`src/rtl/collatz_inv.sv`:
```
// collatz_inv: inverse Collatz walker. Consumes a reversed parity sequence one
// bit per handshake, walking back from 1 to rebuild the start value and the
// number of steps, and flags streams no start value could have produced.
//
// Ports:
//   clk, rst_n            rising-edge clock, asynchronous active-low reset
//   st                    start pulse: k=1, steps=0, enter RUN (any state)
//   bit_valid/bit_in      parity bit handshake (0 = inverse even, 1 = inverse odd)
//   bit_last              marks the final bit of the sequence
//   bit_ready             high while walking (RUN state)
//   k [W-1:0]             reconstructed value
//   steps [CW-1:0]        bits accepted since st
//   done / err / ovf      completion, illegal sequence, width overflow (levels)
module collatz_inv #(
  parameter int unsigned W  = 20,
  parameter int unsigned CW = 16
) (
  input  logic          clk,
  input  logic          rst_n,
  input  logic          st,
  input  logic          bit_valid,
  input  logic          bit_in,
  input  logic          bit_last,
  output logic          bit_ready,
  output logic [W-1:0]  k,
  output logic [CW-1:0] steps,
  output logic          done,
  output logic          err,
  output logic          ovf
);

  typedef enum logic [1:0] {
    S_IDLE = 2'd0,
    S_RUN  = 2'd1,
    S_DONE = 2'd2,
    S_ERR  = 2'd3
  } state_t;

  state_t        state_q, state_d;
  logic [W-1:0]  k_q, k_d;
  logic [CW-1:0] steps_q, steps_d;
  logic          done_q, done_d;
  logic          err_q, err_d;
  logic          ovf_q, ovf_d;

  logic          accept_c;
  logic [W-1:0]  k_dbl_c;
  logic [W-1:0]  k_pred_c;
  logic          odd_ok_c;
  logic          illegal_odd_c;
  logic          k_big_c;
  logic          steps_sat_c;

  // Step datapath: doubling, and constant divide-by-3 / mod-6 for the odd predecessor.
  always_comb begin
    accept_c      = bit_valid && (state_q == S_RUN);
    k_dbl_c       = {k_q[W-2:0], 1'b0};
    k_pred_c      = (k_q - W'(1)) / W'(3);
    // k = 4 is excluded: its odd predecessor would be 1, where the forward walk stops.
    odd_ok_c      = ((k_q % W'(6)) == W'(4)) && (k_q != W'(4));
    illegal_odd_c = bit_in && !odd_ok_c;
    k_big_c       = !bit_in && k_q[W-1];
    steps_sat_c   = &steps_q;
  end

  // Next-state and register updates.
  always_comb begin
    state_d = state_q;
    k_d     = k_q;
    steps_d = steps_q;
    done_d  = done_q;
    err_d   = err_q;
    ovf_d   = ovf_q;
    if (st) begin
      // Restart wins over a simultaneous handshake; that bit is dropped.
      state_d = S_RUN;
      k_d     = W'(1);
      steps_d = '0;
      done_d  = 1'b0;
      err_d   = 1'b0;
      ovf_d   = 1'b0;
    end else if (accept_c) begin
      if (illegal_odd_c || k_big_c || steps_sat_c) begin
        // Freeze k/steps at the last valid values; err and ovf can coincide.
        state_d = S_ERR;
        err_d   = illegal_odd_c;
        ovf_d   = k_big_c || steps_sat_c;
      end else begin
        k_d     = bit_in ? k_pred_c : k_dbl_c;
        steps_d = steps_q + CW'(1);
        if (bit_last) begin
          state_d = S_DONE;
          done_d  = 1'b1;
        end
      end
    end
  end

  // State and datapath registers.
  always_ff @(posedge clk or negedge rst_n) begin
    if (!rst_n) begin
      state_q <= S_IDLE;
      k_q     <= W'(1);
      steps_q <= '0;
      done_q  <= 1'b0;
      err_q   <= 1'b0;
      ovf_q   <= 1'b0;
    end else begin
      state_q <= state_d;
      k_q     <= k_d;
      steps_q <= steps_d;
      done_q  <= done_d;
      err_q   <= err_d;
      ovf_q   <= ovf_d;
    end
  end

  assign bit_ready = (state_q == S_RUN);
  assign k         = k_q;
  assign steps     = steps_q;
  assign done      = done_q;
  assign err       = err_q;
  assign ovf       = ovf_q;

endmodule

```
`config.mk`:
```
export PLATFORM = sky130hd
export DESIGN_NAME = collatz_inv
export DESIGN_NICKNAME = d
export VERILOG_FILES = /design/src/rtl/collatz_inv.sv
export SDC_FILE = /design/constraint.sdc
export NUM_CORES = 1
export LEC_CHECK = 0
export ABC_AREA = 1
export CAP_MARGIN = 40
export CELL_PAD_IN_SITES_DETAIL_PLACEMENT = 1
export CELL_PAD_IN_SITES_GLOBAL_PLACEMENT = 2
export CORE_MARGIN = 5
export CORE_UTILIZATION = 39
export DETAILED_ROUTE_END_ITERATION = 10
export DONT_BUFFER_PORTS = 1
export PLACE_DENSITY_LB_ADDON = 0.1
export SETUP_SLACK_MARGIN = 0.3
export SYNTH_ARGS = -nofsm -noshare
export SYNTH_HDL_FRONTEND = slang
export SYNTH_SLANG_ARGS = --single-unit
```
`constraint.sdc`:
```
create_clock -name clk -period 15.6 [get_ports clk]
set_input_delay 0 -clock clk [delete_from_list [all_inputs] [get_ports clk]]
set_output_delay 0 -clock clk [all_outputs]
set_load 0.02 [all_outputs]
```
==> impl_metrics.py, run 1 <==
metrics = {
    "cells_and_area": {
        "areaGrowthSynthToFinish_pct": 4.60,
        "num-fill-cells": 1536,
        "nNetsFinal": 700,
        "drive_gt1_share_pct": 22.4,
        "diodes": 0,
    },
    "logic_synthesis": {
        "syn_area_per_cell_um2": 6.68,
        "synth_flop_cell": "dfrtp_1",
        "synthTopCellsByCount": "nand2_1 (197), inv_1 (66), nand3_1 (56), nand2_2 (52), nor2_1 (51)",
        "syn_inst": 692,
        "syn_nets": 705,
        "synthArstFlopShare_pct": 100,
        "muxShareOfSynthArea_pct": 0,
        "synth_warnings": 0,
        "synth_compound_area_share_pct": 16.4,
        "yosysTopAreaCell": "dfrtp_1",
        "yosys-top-cells-area": "dfrtp_1 (22%), nand2_1 (16%), nand2_2 (7.0%), nand3_1 (6.1%), o21ai_2 (6.1%)",
        "ys_seq_elements": 41,
        "yosysSeqAreaShare_pct": 22.2,
        "synth_edf_count": 0,
        "synth_top_family_by_area": "simple AND/OR/NAND/NOR gates",
        "synthSimpleGateAreaFrac_pct": 42.8,
        "synth_top_cell_area_share_pct": 21.6,
        "synth_cell_types": 42,
        "syn_area_mm2": 0.00462,
        "synth_xor_area_share_pct": 4.55,
        "synth_fa_ha_area_share_pct": 1.89,
        "synth_most_common_cell": "nand2_1",
    },
    "critical_path": {
        "cp_data_required_time_ns": 15.84,
        "cp.arrival_ns": 7.11,
        "reg2reg_slack_ns": 8.73,
        "r2r_end": "done",
        "critPathMostFrequentCell": "nand2_1",
        "timing.rr.start": "k[18]",
        "endpoint_kind": "register",
        "cp_max_fo": 7,
        "path_class": "reg -> reg",
        "slowest_stage": "dfrtp_1",
        "cpPeakStageDelay_ns": 0.60,
        "start_kind": "register",
        "r2r_cells": 58,
    },
    "global_routing": {
        "overflow": 0,
        "grt_pass1_wl_mm": 22.2,
        "gr-usage-all-layers_pct": 18.9,
        "grt_pass1_vias": 4388,
        "grt_max_degree": 56,
        "antenna_found_initial": 0,
        "grt_util_met3_pct": 3.79,
        "use_met1_pct": 25.9,
        "top_usage_layer": "met2",
        "met2_usage_pct": 31.0,
    },
    "die": {
        "io_pins": 46,
        "die_h_um": 119,
        "fp-row-count": 39,
        "die_area_mm2": 0.0141,
        "die_width_um": 119,
        "fp.coreArea_mm2": 0.0115,
        "start_util_pct": 40.2,
    },
    "hold_path": {
        "hp-class": "in -> reg",
        "hp-start": "bit_valid",
        "whs_path_depth": 4,
        "whs_endpoint": "state_q[1]",
    },
    "clocking": {
        "root_buffer": "clkbuf_16",
        "cts_tree": "done",
        "cts_buffers": 5,
        "clock-sinks": 41,
        "htreeDepth": 2,
        "clk_latency_ns": 0.30,
        "cts_max_path_buffers": 2,
        "clk_pin_slew_worst_paths_ns": 0.06,
    },
    "routing": {
        "first_pass_iters": 4,
        "routedWlPerCell_um": 15.9,
        "drt_iter0_markers": 227,
        "final_antenna_net_count": 0,
        "vias": 4336,
        "routed_wl_mm": 13.2,
        "viasPerCell": 5.22,
        "drc": 0,
    },
    "sta": {
        "worst_pin_slew_ns": 0.697,
        "setup_viol": 0,
        "fin_crit_sh_pct": 44.1,
        "fmax_mhz": 145,
        "timing.final.hold_violations": 0,
        "timing.final.crit_period_ns": 6.87,
        "finalSetupTns_ns": 0,
        "final-max-slew-violation-count": 0,
        "rsz0062_at_grt": "false",
        "relSlewSlack_pct": 53.4,
        "skew_ns": 0.00783,
    },
    "outcome": {
        "outcome": "completed",
    },
    "placement": {
        "place.gp.congestion": 0.838,
        "hpwl_mm": 10.0,
        "port_buffers": 0,
    },
    "job": {
        "max-cap-violations": 0,
    },
}
## critical path, delay by kind of cell (launching register included)
kind	cells	cell delay (ns)
and+or+nand+nor	46	3.99
AOI/OAI and AO/OA	7	1.00
buffers and inverters	4	0.92
DFF	1	0.60
adders and majority gates	1	0.27
## layer usage
metal / vias to the layer above / share of wire, %
met5: - / 0
met2: 58 / 46
met3: 12 / 4.6
met4: 0 / 1.1
li1: 2231 / -
met1: 2035 / 49
## worst max path at each step
stage,start,to,cells after the start
after floorplan,k[1],k[1],54
final,k[18],done,58
after CTS,k[18],done,58
after global placement,k[18],k[15],59
after detailed placement,k[18],steps[3],59
after global routing,k[18],done,58
## through the flow
step	hold WS (ns)	area, um^2	setup WS [ns]	utilization, %	cells
after floorplan	-0.296	4620	10.14	-	692
after global placement	-0.294	4570	9.11	39.7	816
after detailed placement	-0.294	4570	8.85	39.7	816
after CTS	0.0437	4840	8.69	42.0	831
after global routing	0.103	4840	7.97	42.0	831
final	0.0529	4840	8.73	42.0	831
## cell type report
cell class	count	area [um^2]	share of cell area [%]
Clock buffer	6	139	2.87
Clock inverter	2	37.5	0.776
Inverter	83	319	6.60
Multi-Input combinational cell	547	3030	62.7
Sequential cell	41	1030	21.2
Tap cell	143	179	3.70
Timing Repair Buffer	9	103	2.12
## cells by family after synthesis
kind of cell	Yosys count
DFF	41
buffers and inverters	104
AOI/OAI and AO/OA	107
adders and majority gates	7
and+or+nand+nor	409
xor gates and xnor gates	24
## placed cells by master (no fill, tap or decap), types with 3 or more instances in the layout
cell,Yosys,routed
dfrtp_1,40,40
nand2_1,197,197
o21ai_1,27,27
inv_2,14,14
nor2_4,5,5
o21ai_0,5,5
nor3_1,4,4
dlygate4sd3_1,0,6
o21ai_2,32,32
a21oi_1,13,13
nand2_2,52,52
o21bai_2,4,4
ha_1,7,7
nand3_2,17,17
nor2_1,51,51
xor2_1,23,23
a21oi_2,3,3
nor2_2,10,10
clkbuf_16,0,5
nand3_1,56,56
a22oi_1,16,16
inv_1,66,66
nand4_1,9,9
## registers in the layout (all words and copies together), names as in the netlist
| register | cells |
|---|---|
| steps | 16 |
| err | 1 |
| state_q | 2 |
| done | 1 |
| ovf | 1 |
| k | 20 |
## timing repair
| action | CTS | global route |
|---|---|---|
| hold buffers | 7 | 0 |
| gates resized for setup | 0 | 0 |
| hold endpoints to repair | 58 | 0 |
| buffers inserted | 0 | 0 |
| endpoints found under the setup margin | 0 | 0 |
Power of run 1 is not shown: default switching activity piles up to over one toggle a cycle in this logic, so the estimate is an artifact.
==> run 2: changes to the inputs <==
Settings changed: CORE_UTILIZATION 39 to 33.
Clock period 15.6 ns to 5.7 ns, I/O delays scaled along.
==> run 2 against run 1 <==
  * The flow now finishes with violations (setup timing)
  * Register-to-register slack lost 9.1 ns
  * Final cell count rose by 18%
  * Wire length increased by 20%
  * Critical path type unchanged
==> impl_metrics.py, run 2 (same netlist as run 1, synthesis figures left out) <==
metrics = {
    "outcome": {
        "outcome": "finished, violations left",
        "failed_checks": "setup timing",
    },
    "die": {
        "die_area_mm2": 0.0165,
        "fp-row-count": 43,
        "fp.coreArea_mm2": 0.0138,
        "die_h_um": 128,
        "start_util_pct": 33.4,
        "die_width_um": 128,
        "io_pins": 46,
    },
    "clocking": {
        "clk_pin_slew_worst_paths_ns": 0.06,
        "clk_latency_ns": 0.29,
        "root_buffer": "clkbuf_16",
        "cts_buffers": 5,
        "clock-sinks": 41,
        "cts_max_path_buffers": 2,
        "htreeDepth": 2,
        "cts_tree": "done",
    },
    "critical_path": {
        "cp_max_fo": 4,
        "start_kind": "register",
        "r2r_cells": 51,
        "endpoint_kind": "register",
        "cp.arrival_ns": 6.24,
        "cpPeakStageDelay_ns": 0.54,
        "path_buf_inv": 6,
        "reg2reg_slack_ns": -0.32,
        "critPathMostFrequentCell": "nand2_2",
        "cp_top_family": "simple AND/OR/NAND/NOR gates",
        "cp_num_cells": 51,
        "r2r_end": "k[0]",
        "timing.rr.start": "k[0]",
        "path_class": "reg -> reg",
        "cp_data_required_time_ns": 5.91,
        "slowest_stage": "dfstp_2",
    },
    "routing": {
        "first_pass_iters": 4,
        "drc": 0,
        "viasPerCell": 5.02,
        "drt_iter0_markers": 174,
        "routed_wl_mm": 15.8,
        "routedWlPerCell_um": 16.1,
        "final_antenna_net_count": 0,
        "vias": 4905,
    },
    "global_routing": {
        "grt_max_degree": 42,
        "antenna_found_initial": 0,
        "gr-usage-all-layers_pct": 18.4,
        "grt_pass1_wl_mm": 25.0,
        "overflow": 0,
        "grt_pass1_vias": 5066,
    },
    "hold_path": {
        "hp-class": "in -> reg",
        "hp-start": "bit_last",
        "whs_path_depth": 5,
        "whs_endpoint": "state_q[0]",
    },
    "cells_and_area": {
        "final_common_cell": "nand2_1",
        "diodes": 0,
        "nNetsFinal": 811,
        "layout_common_cells": "nand2_1 (135), nand2_2 (104), buf_4 (98)",
        "num-fill-cells": 1712,
        "drive_gt1_share_pct": 51.5,
        "areaGrowthSynthToFinish_pct": 40.3,
        "multi_input_area_mm2": 0.00371,
        "regArea_mm2": 0.00104,
        "largest_reg_flops": 20,
    },
    "sta": {
        "setup_viol": 38,
        "relSlewSlack_pct": 52.2,
        "skew_ns": 0.00851,
        "finalSetupTns_ns": -2.95,
        "layout_setup_ws_ns": -0.323,
        "fmax_mhz": 166,
        "rsz0062_at_grt": "true",
        "worst_pin_slew_ns": 0.717,
        "timing.final.crit_period_ns": 6.02,
        "final-max-slew-violation-count": 0,
        "fin_crit_sh_pct": 106,
        "timing.final.hold_violations": 0,
    },
    "placement": {
        "port_buffers": 0,
        "place.gp.congestion": 0.852,
        "hpwl_mm": 11.5,
    },
    "job": {
        "max-cap-violations": 0,
    },
}
-- run 2: metrics by stage --
stage / setup WS (ns) / std cells / utilization, % / hold WS, ns / cell area [um^2]
finish: -0.323 / 978 / 46.9 / 0.00112 / 6490
CTS: -0.240 / 952 / 41.7 / 0.0123 / 5770
floorplan: 0.304 / 692 / - / -0.296 / 4630
detailed placement: -0.432 / 923 / 37.5 / -0.294 / 5180
global route: -0.845 / 978 / 46.9 / 0.0264 / 6490
global placement: -0.200 / 922 / 37.4 / -0.294 / 5170
-- run 2: what timing repair did --
item,4_1_cts,5_1_grt
endpoints found under the hold margin,56,0
pin swaps,23,72
setup buffers,12,25
gates resized for setup,59,132
hold buffers,6,0
cloned,4,0
setup endpoints to repair,41,41
-- run 2: worst reg2reg max path: cells and delay by family, from the launching register on --
| kind | cells | cell delay [ns] |
|---|---|---|
| and+or+nand+nor | 28 | 2.45 |
| AOI/OAI and AO/OA | 15 | 2.12 |
| DFF | 1 | 0.54 |
| buffers and inverters | 6 | 0.50 |
| adders and majority gates | 2 | 0.35 |
-- run 2: how the worst max path moves through the flow --
| stage | startpoint | end | slack, ns |
|---|---|---|---|
| finish | k[0] | k[0] | -0.32 |
| global placement | k[15] | k[0] | -0.20 |
| floorplan | k[0] | k[1] | 0.30 |
| CTS | k[8] | k[0] | -0.24 |
| global route | k[3] | k[0] | -0.85 |
| detailed placement | k[15] | k[0] | -0.43 |
-- run 2: final cells by class --
cell class	instances	share of cell area, %
clock buffers	5	1.93
clock inverters	2	0.540
inverters	83	4.96
multi-input cells	548	57.1
flip-flops and latches	41	16.0
well taps	180	3.47
repair buffers	117	15.6
repair inverters	2	0.347
-- run 2: layer usage --
metal / wire (um) / GRT usage [%]
met4: 82 / 2.00
met2: 7850 / 32.2
met3: 487 / 3.15
met5: 0 / 0
met1: 7370 / 24.6
Power of run 2 is left out for the same reason.
